===== src/rtl/regfile_dump_ctrl.sv =====
// Register-bank dump sequencer: walks an inclusive address range, reading one
// register per beat and presenting it on a valid/ready stream.
module regfile_dump_ctrl #(
  parameter int DATA_WIDTH = 32,
  parameter int ADD_WIDTH  = 5,
  parameter int NB_REG     = 32
) (
  input  logic                  clk_i,
  input  logic                  rst_i,
  input  logic                  start_i,
  input  logic                  abort_i,
  input  logic [ADD_WIDTH-1:0]  first_add_i,
  input  logic [ADD_WIDTH-1:0]  last_add_i,
  output logic [ADD_WIDTH-1:0]  rs_add_o,
  input  logic [DATA_WIDTH-1:0] rs_data_i,
  output logic [DATA_WIDTH-1:0] dump_data_o,
  output logic [ADD_WIDTH-1:0]  dump_add_o,
  output logic                  dump_valid_o,
  input  logic                  dump_ready_i,
  output logic                  busy_o,
  output logic                  done_o,
  output logic                  err_o
);

  typedef enum logic [2:0] {
    S_IDLE,
    S_READ,
    S_SEND,
    S_DONE,
    S_ERR
  } state_t;

  state_t                r_state, w_next;
  logic [ADD_WIDTH-1:0]  r_cur_add;
  logic [ADD_WIDTH-1:0]  r_last_add;
  logic [ADD_WIDTH-1:0]  r_dump_add;
  logic [DATA_WIDTH-1:0] r_dump_data;

  logic w_range_bad;
  logic w_hs;
  logic w_at_last;

  // Range is rejected when reversed or when it runs past the bank.
  assign w_range_bad = (first_add_i > last_add_i) || (int'(last_add_i) >= NB_REG);
  assign w_hs        = (r_state == S_SEND) && dump_ready_i;
  assign w_at_last   = (r_cur_add == r_last_add);

  always_comb begin
    w_next = r_state;
    case (r_state)
      S_IDLE: if (start_i) w_next = w_range_bad ? S_ERR : S_READ;
      S_READ: w_next = abort_i ? S_IDLE : S_SEND;
      S_SEND: begin
        if (abort_i)     w_next = S_IDLE;
        else if (w_hs)   w_next = w_at_last ? S_DONE : S_READ;
      end
      S_DONE: w_next = S_IDLE;
      S_ERR:  w_next = S_IDLE;
      default: w_next = S_IDLE;
    endcase
  end

  always_ff @(posedge clk_i or negedge rst_i) begin
    if (!rst_i) begin
      r_state     <= S_IDLE;
      r_cur_add   <= '0;
      r_last_add  <= '0;
      r_dump_add  <= '0;
      r_dump_data <= '0;
    end else begin
      r_state <= w_next;
      case (r_state)
        S_IDLE: if (start_i) begin
          r_last_add <= last_add_i;
          if (!w_range_bad) r_cur_add <= first_add_i;
        end
        S_READ: if (!abort_i) begin
          r_dump_data <= rs_data_i;
          r_dump_add  <= r_cur_add;
        end
        // Increment only on a non-final accepted beat, so cur_add never passes last.
        S_SEND: if (w_hs && !abort_i && !w_at_last) r_cur_add <= r_cur_add + 1'b1;
        default: ;
      endcase
    end
  end

  assign rs_add_o     = r_cur_add;
  assign dump_data_o  = r_dump_data;
  assign dump_add_o   = r_dump_add;
  assign dump_valid_o = (r_state == S_SEND);
  assign busy_o       = (r_state != S_IDLE);
  // An abort landing in the completion cycle cancels the pulse.
  assign done_o       = (r_state == S_DONE) && !abort_i;
  assign err_o        = (r_state == S_ERR);

endmodule


===== config.mk =====
export PLATFORM = sky130hd
export DESIGN_NAME = regfile_dump_ctrl
export DESIGN_NICKNAME = d
export VERILOG_FILES = /design/src/rtl/regfile_dump_ctrl.sv
export SDC_FILE = /design/constraint.sdc
export NUM_CORES = 1
export LEC_CHECK = 0
export CAP_MARGIN = 5
export CORE_AREA = 2 2 85 87
export DETAILED_ROUTE_END_ITERATION = 12
export DIE_AREA = 0 0 87 89
export PLACE_DENSITY = 0.67
export SYNTH_ARGS = -nofsm -noshare
export SYNTH_HDL_FRONTEND = slang
export SYNTH_SLANG_ARGS = --single-unit

===== constraint.sdc =====
create_clock -name clk_i -period 2 [get_ports clk_i]
set_input_delay 0.6 -clock clk_i [delete_from_list [all_inputs] [get_ports clk_i]]
set_output_delay 0.6 -clock clk_i [all_outputs]
set_load 0.03 [all_outputs]

## After elaboration in Yosys (flattened, before gate mapping)

Index checks and enable logic that the tools add are counted.

| word-level totals | value |
|---|---|
| bits in registers | 50 |
| word-level logic and storage cells | 41 |

| operators by class | value |
|---|---|
| $add $sub $neg | 1 |
| order comparisons | 1 |
| equality and inequality tests | 9 |
| muxes and demuxes | 11 |
| reductions and logical operators | 13 |
| bitwise operators | 1 |

Operators by type and width:

| operator | number |
|---|---|
| $mux 5 | 3 |
| $mux 3 | 4 |
| $pmux 5 s2 | 1 |
| $pmux 3 s3 | 1 |
| $eq 3x2->1 const B | 2 |
| $reduce_and 2->1 | 3 |
| $add 5x1->5 const B | 1 |
| $eq 5x5->1 | 1 |
| $gt 5x5->1 | 1 |
| $logic_and 1x1->1 | 4 |
| $mux 2 | 2 |
| $ne 2x2->1 const B | 2 |
| $reduce_and 4->1 | 1 |
| $eq 3x1->1 const B | 1 |
| $eq 3x3->1 const B | 1 |
| $logic_not 3->1 | 1 |
| $ne 3x2->1 const B | 1 |
| $reduce_bool 3->1 | 1 |
| $logic_not 1->1 | 2 |
| $ne 2x1->1 const B | 1 |
| $reduce_bool 2->1 | 1 |
| $not 1->1 | 1 |

## Depth between registers and ports, before layout

| logic depth | value |
|---|---|
| depth in word-level cells | 6 |
| depth in mapped cells | 7 |
| mapped depth without buffers | 7 |

## Least setup slack after synthesis

OpenSTA, ideal clock, no wires.

| path | value |
|---|---|
| path type | input -> register |
| start point | in last_add_i[3] |
| end point | reg r_cur_add[4], in the netlist rs_add_o[4] |
| arrival time | 1.875 ns |
| path slack | -0.005 ns |
| path buffers | 0 |
| cell stages on the path | 7 |
| required time | 1.870 ns |
| cell sequence | inv_1 -> ha_1 -> a21oi_1 -> a21boi_0 -> o311ai_2 -> and2_4 -> a31oi_2 |

| on the way | value |
|---|---|
| longest elaborated chain between the ends | 3 |

Ends and longest elaborated chain:

| element | RTL line | RTL |
|---|---|---|
| start: declaration | 13 | `input logic [ADD_WIDTH-1:0] last_add_i,` |
| $gt 5x5->1 | 44 | `assign w_range_bad = (first_add_i > last_add_i) \|\| (int'(last_add_i) >= NB_REG);` |
| $ne 2x2->1 (no line) | n/a |  |
| $reduce_and 4->1 (no line) | n/a |  |
| end signal: assignment | 75 | `if (!w_range_bad) r_cur_add <= first_add_i;` |
| end signal: assignment | 82 | `S_SEND: if (w_hs && !abort_i && !w_at_last) r_cur_add <= r_cur_add + 1'b1;` |
| end: declaration | 34 | `logic [ADD_WIDTH-1:0] r_cur_add;` |

Every way passes these cells.
A chain may end at the register's enable or synchronous reset.

## Worst setup path in the final report

| path | value |
|---|---|
| start point | reg r_cur_add[0], in the netlist rs_add_o[0] |
| end point | out rs_add_o[0] |

RTL lines:

| element | RTL line | RTL |
|---|---|---|
| end: declaration | 14 | `output logic [ADD_WIDTH-1:0] rs_add_o,` |

No word-level cell between the ends.

==> results.py <==
metrics = {
    "run_status": {
        "status": "complete, no violations",
    },
    "timing": {
        "rsz0062_at_grt": "no",
        "worst_pin_slew_ns": 0.348,
        "slew_headroom_pct": 76.8,
        "fmax_mhz": 511,
        "min_period_ns": 1.96,
        "finalHoldViolCount": 0,
        "setup_violations": 0,
        "skew_ns": 0.00984,
        "slew_violations": 0,
        "tns_ns": 0,
        "period_share_pct": 97.8,
    },
    "placed_design": {
        "dp_hpwl_um": 4210,
        "port_buffers": 92,
        "gp_congestion": 0.808,
    },
    "routing": {
        "firstDrtPassIters": 4,
        "wire_per_inst_um": 14.6,
        "ant_nets": 0,
        "route.vias.total": 1777,
        "wirelength_um": 5470,
        "drcViolationCount": 0,
        "routed_via_density": 4.74,
        "first_iter_violations": 61,
    },
    "worst_hold_path": {
        "min_path_type": "in2async",
    },
    "clock_tree": {
        "cts_root_buffer": "clkbuf_8",
        "clockBufferDepth": 2,
        "insertion_delay_ns": 0.30,
        "cts_tree": "built",
        "htreeDepth": 2,
        "clk_pin_slew_ns": 0.10,
        "cts.sink_count": 50,
        "cts_buffers": 5,
    },
    "synth": {
        "yosys_register_bits": 50,
        "synth_nets": 231,
        "synth.most_common_cell": "dfrtp_1",
        "ys_seq_area_share_pct": 53.5,
        "yosys-top-cells-count": "50 x dfrtp_1, 23 x mux2_2, 19 x mux2_1",
        "synthCells": 178,
        "ys_types": 42,
        "synth_area_per_cell_sq_um": 13.1,
        "synthTopCellsByArea": "dfrtp_1 53%, mux2_2 11%, mux2_1 9.1%",
        "synthArstFlopShare_pct": 100,
        "yosys.area.top_type": "dfrtp_1",
        "syn-cell-area_sq_um": 2340,
        "yosys_warnings": 0,
        "synth_top_area_share_pct": 53.5,
        "synth_edf_count": 0,
        "yosys_most_used_dff": "dfrtp_1",
    },
    "setup_path": {
        "critical_path_arrival_ns": 1.36,
        "crit_path_max_fanout": 2,
        "path_buf_inv": 1,
        "crit_chain": "clkdlybuf4s50_1",
        "critPathMaxStageDelay_ns": 0.68,
        "start_kind": "flop",
        "end_kind": "output pin",
        "cp_top_family": "buffers and inverters",
        "slowest_stage": "clkdlybuf4s50_1",
        "worstSetupPathType": "reg2out",
        "cp.required_ns": 1.40,
    },
    "grt": {
        "grt_use_total_pct": 14.0,
        "grt_pass1_wl_um": 8420,
        "grt_max_degree": 51,
        "grt_pass1_vias": 1765,
        "gr-total-overflow": 0,
        "antenna_found_initial": 0,
    },
    "floorplan": {
        "coreArea_sq_um": 6720,
        "die_w_um": 87,
        "rows": 30,
        "start_util_pct": 34.8,
        "dieArea_sq_um": 7740,
        "ioPinCount": 93,
        "die_height_um": 89,
    },
    "finish": {
        "layout-drive-gt1-share_pct": 28.1,
        "fin_util_pct": 54.8,
        "syn2layout_area_growth_pct": 57.3,
        "antenna_cells": 0,
        "nets": 347,
    },
    "job": {
        "cap_violations": 0,
    },
    "power": {
        "worst_ir_drop_vdd_mv": 0.574,
        "power.density_nw_per_um2": 1640,
        "leakage_nw": 1.59,
        "power_mw": 6.02,
    },
}
==> logic make-up after synthesis <==
group                      share of synthesized area, %
buffers and inverters                              4.01
xor gates and xnor gates                           1.87
and+or+nand+nor                                    9.04
adders and majority gates                          3.21
AOI/OAI and AO/OA                                  8.18
DFF                                                53.5
muxes                                              20.2
==> layout make-up <==
| cell class | count | area [sq um] |
|---|---|---|
| clock buffers | 6 | 82.6 |
| clock inverters | 2 | 38.8 |
| fillers | 604 | 3040 |
| inverters | 11 | 46.3 |
| multi-input cells | 111 | 1060 |
| flip-flops and latches | 50 | 1250 |
| well taps | 80 | 100 |
| repair buffers | 115 | 1100 |
==> layer usage <==
metal | part of all wire, % | up-vias | routed length (um) | track usage, %
met1 | 41 | 852 | 2260 | 16.9
met5 | 0 | - | 0 | 0
li1 | - | 868 | - | -
met3 | 5.2 | 9 | 284 | 3.79
met2 | 52 | 48 | 2830 | 24.5
met4 | 1.6 | 0 | 85 | 3.98
==> through the flow <==
| step | setup slack (ns) | hold slack [ns] | std cells | instance area, sq um |
|---|---|---|---|---|
| floorplan | 0.0344 | 0.304 | 178 | 2340 |
| global placement | -0.463 | 0.466 | 366 | 3500 |
| detailed placement | -0.500 | 0.474 | 366 | 3500 |
| CTS | 0.00236 | 0.267 | 375 | 3670 |
| global route | 0.000532 | 0.271 | 375 | 3680 |
| finish | 0.0433 | 0.253 | 375 | 3680 |
==> path summary, 6_finish.rpt <==
kind                                 start         endpoint  slack (ns)  cells past startpoint
min in group clk_i         dump_data_o[28]  dump_data_o[28]        0.49                      1
min                                  rst_i   dump_data_o[8]        0.25                      2
min reg2reg                dump_data_o[28]  dump_data_o[28]        0.49                      1
max reg2reg                     r_state[2]  dump_data_o[31]        0.39                      7
max                            rs_add_o[0]      rs_add_o[0]        0.04                      1
max in group asynchronous            rst_i       r_state[0]        1.50                      2
==> layout by cell type, fill, tap and decap left out, types with 5 or more instances in the layout <==
cell / Yosys / final
nand2_1: 8 / 8
clkdlybuf4s50_1: 0 / 74
clkbuf_8: 0 / 6
dlygate4sd2_1: 0 / 9
xnor2_1: 5 / 5
inv_1: 10 / 8
mux2_1: 19 / 19
buf_4: 2 / 23
dfrtp_1: 50 / 50
mux2_2: 23 / 23
==> report_power, final <==
part	internal (mW)	total [mW]	switching (mW)
combinational	1.65	3.50	1.85
sequential	1.52	1.76	0.246
clock	0.412	0.759	0.347
total	3.58	6.02	2.44
==> flip-flops by register name, indices dropped and copies added, names as in the netlist <==
| register | count |
|---|---|
| rs_add_o | 5 |
| dump_data_o | 32 |
| r_state | 3 |
| dump_add_o | 5 |
| r_last_add | 5 |
==> timing repair <==
action | in CTS | in global routing
pin swaps | 8 | 1
hold buffers | 0 | 0
setup endpoints to repair | 8 | 6
resized for setup | 24 | 5
buffers inserted | 1 | 0
Note: power is estimated with default switching activity, not from simulation.
